## src/rtl/ex_mem_pkg.sv

```systemverilog
// Shared types and widths for the EX/MEM pipeline register and its NoC transmit port.
package ex_mem_pkg;

  localparam int NOC_DEST_W = 2;
  localparam int NOC_DATA_W = 32;

  typedef enum logic {
    IDLE = 1'b0,
    SEND = 1'b1
  } noc_tx_state_t;

  typedef struct packed {
    logic [NOC_DEST_W-1:0] dest;
    logic [NOC_DATA_W-1:0] data;
  } noc_pkt_t;

endpackage

```

## src/rtl/ex_mem_stage_noc_tx.sv

```systemverilog
// NoC transmit port: IDLE/SEND FSM, held packet register, accepted-packet counter and
// pipeline stall generation. The FSM state is exported on state_o for observation.
module noc_tx_port
  import ex_mem_pkg::*;
#(
  parameter int CNT_W = 16
) (
  input  logic                 clk,
  input  logic                 rst,
  input  logic                 req_i,
  input  noc_pkt_t             pkt_i,
  input  logic                 ready_i,
  output noc_tx_state_t        state_o,
  output noc_pkt_t             pkt_o,
  output logic                 stall_o,
  output logic [CNT_W-1:0]     cnt_o
);

  localparam logic [CNT_W-1:0] CNT_ONE = {{(CNT_W-1){1'b0}}, 1'b1};

  noc_tx_state_t    state_q;
  noc_pkt_t         pkt_q;
  logic [CNT_W-1:0] cnt_q;

  // Handshake: a packet transfers on any rising edge where valid (state SEND) and ready
  // are both high. The payload is held unchanged while valid is high and ready is low.
  // Stall depends on ready only combinationally; valid never depends on ready.
  assign stall_o = (state_q == SEND) && !ready_i;

  always_ff @(posedge clk or posedge rst) begin
    if (rst) begin
      state_q <= IDLE;
      pkt_q   <= '0;
      cnt_q   <= '0;
    end else begin
      if ((state_q == SEND) && ready_i) begin
        cnt_q <= cnt_q + CNT_ONE;
      end
      if (!stall_o) begin
        if (req_i) begin
          pkt_q   <= pkt_i;
          state_q <= SEND;
        end else begin
          state_q <= IDLE;
        end
      end
    end
  end

  assign state_o = state_q;
  assign pkt_o   = pkt_q;
  assign cnt_o   = cnt_q;

endmodule

```

## src/rtl/ex_mem_stage.sv

```systemverilog
// EX/MEM pipeline register with bubble insertion while the NoC transmit port stalls.
// Optional EX_MEM_FLUSH_EN adds flush_E, which turns the EX instruction into a bubble.
module ex_mem_stage
  import ex_mem_pkg::*;
#(
  parameter int CNT_W = 16
) (
  input  logic                  clk,
  input  logic                  rst,
  input  logic                  RegW_enable_E,
  input  logic                  Mem_Write_E,
  input  logic                  Mem_Read_E,
  input  logic                  Result_src_E,
  input  logic [31:0]           alu_result_E,
  input  logic [31:0]           write_data_E,
  input  logic [4:0]            Radd_E,
  input  logic [NOC_DEST_W-1:0] dest_add_E,
  input  logic                  proc_valid_E,
`ifdef EX_MEM_FLUSH_EN
  input  logic                  flush_E,
`endif
  output logic                  RegW_enable_M,
  output logic                  Mem_Write_M,
  output logic                  Mem_Read_M,
  output logic                  Result_src_M,
  output logic [31:0]           alu_result_M,
  output logic [31:0]           write_data_M,
  output logic [4:0]            Radd_M,
  output logic                  noc_valid_o,
  output logic [NOC_DEST_W-1:0] noc_dest_o,
  output logic [NOC_DATA_W-1:0] noc_data_o,
  input  logic                  noc_ready_i,
  output logic                  stall_o,
  output logic [CNT_W-1:0]      noc_pkt_cnt_o
);

  logic          kill;
  noc_tx_state_t tx_state;
  noc_pkt_t      tx_pkt;

  logic          regw_q, memw_q, memr_q, rsrc_q;
  logic [31:0]   alu_q, wdata_q;
  logic [4:0]    radd_q;

`ifdef EX_MEM_FLUSH_EN
  assign kill = flush_E;
`else
  assign kill = 1'b0;
`endif

  noc_tx_port #(.CNT_W(CNT_W)) u_noc_tx (
    .clk     (clk),
    .rst     (rst),
    .req_i   (proc_valid_E && !kill),
    .pkt_i   ('{dest: dest_add_E, data: alu_result_E}),
    .ready_i (noc_ready_i),
    .state_o (tx_state),
    .pkt_o   (tx_pkt),
    .stall_o (stall_o),
    .cnt_o   (noc_pkt_cnt_o)
  );

  // A bubble clears only the control bits; the data fields keep their last values.
  always_ff @(posedge clk or posedge rst) begin
    if (rst) begin
      regw_q  <= 1'b0;
      memw_q  <= 1'b0;
      memr_q  <= 1'b0;
      rsrc_q  <= 1'b0;
      alu_q   <= '0;
      wdata_q <= '0;
      radd_q  <= '0;
    end else if (stall_o || kill) begin
      regw_q  <= 1'b0;
      memw_q  <= 1'b0;
      memr_q  <= 1'b0;
      rsrc_q  <= 1'b0;
    end else begin
      regw_q  <= RegW_enable_E;
      memw_q  <= Mem_Write_E;
      memr_q  <= Mem_Read_E;
      rsrc_q  <= Result_src_E;
      alu_q   <= alu_result_E;
      wdata_q <= write_data_E;
      radd_q  <= Radd_E;
    end
  end

  assign RegW_enable_M = regw_q;
  assign Mem_Write_M   = memw_q;
  assign Mem_Read_M    = memr_q;
  assign Result_src_M  = rsrc_q;
  assign alu_result_M  = alu_q;
  assign write_data_M  = wdata_q;
  assign Radd_M        = radd_q;

  assign noc_valid_o = (tx_state == SEND);
  assign noc_dest_o  = tx_pkt.dest;
  assign noc_data_o  = tx_pkt.data;

endmodule

```

## config.mk

```make
export PLATFORM = sky130hd
export DESIGN_NAME = ex_mem_stage
export DESIGN_NICKNAME = d
export VERILOG_FILES = /design/src/rtl/ex_mem_pkg.sv /design/src/rtl/ex_mem_stage_noc_tx.sv /design/src/rtl/ex_mem_stage.sv
export SDC_FILE = /design/constraint.sdc
export NUM_CORES = 1
export LEC_CHECK = 0
export ABC_CLOCK_PERIOD_IN_PS = 5990
export BUFFER_PORTS_ARGS = -buffer_cell sky130_fd_sc_hd__buf_4
export CELL_PAD_IN_SITES_DETAIL_PLACEMENT = 1
export CELL_PAD_IN_SITES_GLOBAL_PLACEMENT = 1
export CORE_MARGIN = 1.5
export CORE_UTILIZATION = 39
export CTS_BUF_LIST = sky130_fd_sc_hd__clkbuf_8
export DETAILED_ROUTE_END_ITERATION = 6
export PLACE_DENSITY_LB_ADDON = 0.1
export REMOVE_ABC_BUFFERS = 1
export SKIP_CTS_REPAIR_TIMING = 1
export SLEW_MARGIN = 20
export SYNTH_ARGS = -nofsm -noshare
export SYNTH_HDL_FRONTEND = slang
export SYNTH_SLANG_ARGS = --single-unit
export TNS_END_PERCENT = 30
```

## constraint.sdc

```tcl
create_clock -name clk -period 5.99 [get_ports clk]
set_clock_uncertainty 0.2 [all_clocks]
set_input_delay 1.198 -clock clk [delete_from_list [all_inputs] [get_ports clk]]
set_output_delay 1.198 -clock clk [all_outputs]
set_load 0.01 [all_outputs]
```

==> results.json <==
{
  "insertedDiodeCount": 0,
  "worstSetupPathType": "in -> out",
  "rsz0062_at_grt": "false",
  "power_frac_clock_pct": 29.5,
  "crit_arrival_ns": 1.59,
  "synth-seq-area-share_pct": 66.1,
  "pwr-share-seq_pct": 49.3,
  "use_met1_pct": 21.4,
  "status": "finished, final reports clean",
  "die_h_um": 113,
  "worst_pin_slew_ns": 0.983,
  "drive_gt1_share_pct": 66.0,
  "synth.avg_cell_area_um2": 16.2,
  "design_area_um2": 6670,
  "clock_path_buffers": 2,
  "switching_share_pct": 26.7,
  "synth_seq_cells": 124,
  "critPathSlowestCell": "buf_4",
  "tns_ns": 0,
  "hpwl_mm": 8.08,
  "gr-usage-all-layers_pct": 19.2,
  "power_frac_comb_pct": 21.2,
  "worstPathRequired_ns": 4.59,
  "fin_crit_sh_pct": 49.9,
  "max_slew_margin_pct": 34.5,
  "overflow": 0,
  "ys_top_cells_by_count": "dfrtp_1, mux2_2, xnor2_1, nand2_1",
  "wire_per_inst_um": 17.5,
  "cts_tree": "built",
  "clkSlewWorstSetupHoldPaths_ns": 0.06,
  "netlist_area_um2": 4690,
  "post_dp_cell_area_um2": 6320,
  "power.internal_mw": 1.50,
  "nets": 582,
  "syn_to_final_growth_pct": 42.2,
  "yosys-top-cells-area": "dfrtp_1, mux2_2, xnor2_1",
  "place.port_buffers": 203,
  "syn-instance-count": 289,
  "critPathMaxFanout": 3,
  "synth_top_area_share_pct": 66.1,
  "cts_buffers": 17,
  "num-fill-cells": 1174,
  "grt_pass1_wl_mm": 18.3,
  "drc": 0,
  "io_pins": 204,
  "grt_max_degree": 80,
  "async_flop_share_pct": 100,
  "leakagePower_nw": 3.19,
  "crit_path_end_kind": "output port",
  "num_vias": 3141,
  "synth_top_cell_by_area": "dfrtp_1",
  "ys_warn_count": 0,
  "drt_wl_total_mm": 11.4,
  "drtIter0Drc": 67,
  "synth_most_common_cell": "dfrtp_1",
  "antenna_left": 0,
  "holdWs_ns": 0.279,
  "cp_common_cell": "buf_4",
  "hold_path.startpoint": "u_noc_tx.cnt_o[15]",
  "place_congestion": 0.706,
  "finalHoldViolCount": 0,
  "fin_ws_ns": 3.00,
  "hp-class": "reg -> reg",
  "clock_sinks": 124,
  "yosysUniqueCellTypes": 21,
  "row_count": 39,
  "cp_cell_sequence": "buf_4 -> nor2b_4 -> buf_4",
  "p_sw_mw": 0.549,
  "finalMaxSlewViolations": 0,
  "grt_use_met2_pct": 32.6,
  "top_usage_layer": "met2",
  "drt_pre_antenna_iters": 4,
  "vias_per_cell": 4.80,
  "rr_startpoint": "u_noc_tx.state_o",
  "powerDensity_nw_per_um2": 308,
  "cap_violations": 0,
  "ir_drop_mv": 0.145,
  "final_util_pct": 57.7,
  "synth_edf_count": 0,
  "clock_latency_ns": 0.43,
  "use_met3_pct": 7.82,
  "cts-root-buf": "clkbuf_8",
  "critical-path-max-stage-delay_ns": 0.13,
  "synth-main-ff-cell": "dfrtp_1",
  "grt_pass1_vias": 3440,
  "core_area_um2": 11600,
  "cp-start-kind": "input pin",
  "antenna_found_initial": 0,
  "crit_path_start": "noc_ready_i",
  "finalSetupViolCount": 0,
  "dpl_worst_slack_ns": 2.96,
  "dieArea_um2": 12700,
  "fin_crit_ns": 2.99,
  "die_w_um": 113,
  "start_util_pct": 40.6,
  "htreeDepth": 4,
  "fmax_mhz": 335
}
state kept, by name, indices dropped and copies added (netlist names):
| signal | cells |
|---|---|
| u_noc_tx.state_o | 1 |
| write_data_M | 32 |
| alu_result_M | 32 |
| Radd_M | 5 |
| u_noc_tx.cnt_o | 16 |
| Mem_Read_M | 1 |
| RegW_enable_M | 1 |
| u_noc_tx.pkt_o | 34 |
| Mem_Write_M | 1 |
| Result_src_M | 1 |
kinds of logic (layout without fill, tap and decap cells):
family                     after synthesis  in the layout  share of synthesized area (%)
and+or+nand+nor                         32             32                           3.73
xor gates and xnor gates                15             15                           2.80
muxes                                  104            104                           24.9
adders and majority gates                1              1                          0.266
DFF                                    124            124                           66.1
buffers and inverters                   13            236                           2.16
stage by stage:
stage | power [mW] | instances
2_1_floorplan | 1.21 | 277
3_3_place_gp | 1.45 | 625
3_5_place_dp | 1.47 | 625
4_1_cts | 2.08 | 654
5_1_grt | 2.16 | 655
6_report | 2.05 | 655
worst max-delay path, delay by kind of cell:
kind / cells / cell delay, ns
buf+inv: 2 / 0.26
simple gates: 1 / 0.13
final cells by class:
| type | instances | area (µm²) | area share, % |
|---|---|---|---|
| repair buffers | 206 | 1570 | 23.5 |
| well taps | 143 | 179 | 2.68 |
| inverters | 1 | 6.26 | 0.0937 |
| clock buffers | 21 | 289 | 4.33 |
| multi-input cells | 152 | 1500 | 22.4 |
| clock inverters | 8 | 32.5 | 0.487 |
| flip-flops and latches | 124 | 3100 | 46.5 |
metal layers:
| layer | vias to the layer above | wire, µm |
|---|---|---|
| met4 | 0 | 171 |
| met3 | 13 | 1030 |
| met1 | 1578 | 4240 |
| met5 | - | 0 |
| li1 | 1429 | - |
| met2 | 121 | 5990 |
power by group through the flow:
stage	Combinational (mW)	Sequential [mW]	Clock (mW)
2_1_floorplan	0.146	1.06	0
3_3_place_gp	0.430	1.02	0
3_5_place_dp	0.442	1.03	0
4_1_cts	0.443	1.01	0.628
5_1_grt	0.470	1.03	0.662
6_report	0.436	1.01	0.605
placed cells by master (no fill, tap or decap), drive strengths merged:
cell type  instances
and4               2
buf              206
clkbuf            21
clkinv             2
dfrtp            124
ha                 1
inv                7
mux2             104
nand2              8
nand2b             1
nand3              5
nand4              4
nor2               2
nor2b              5
nor3               3
nor4               1
or2                1
xnor2             12
xor2               3
worst paths after layout:
check	end	slack [ns]	depth (start not counted)
max	stall_o	3.00	3
min	u_noc_tx.cnt_o[15]	0.28	1
max reg2reg	u_noc_tx.pkt_o[20]	3.81	3
min reg2reg	u_noc_tx.cnt_o[15]	0.28	1
max in group asynchronous	u_noc_tx.cnt_o[12]	4.15	3
min in group asynchronous	Radd_M[3]	0.54	2
No activity file was read; power rests on OpenSTA's default activity.
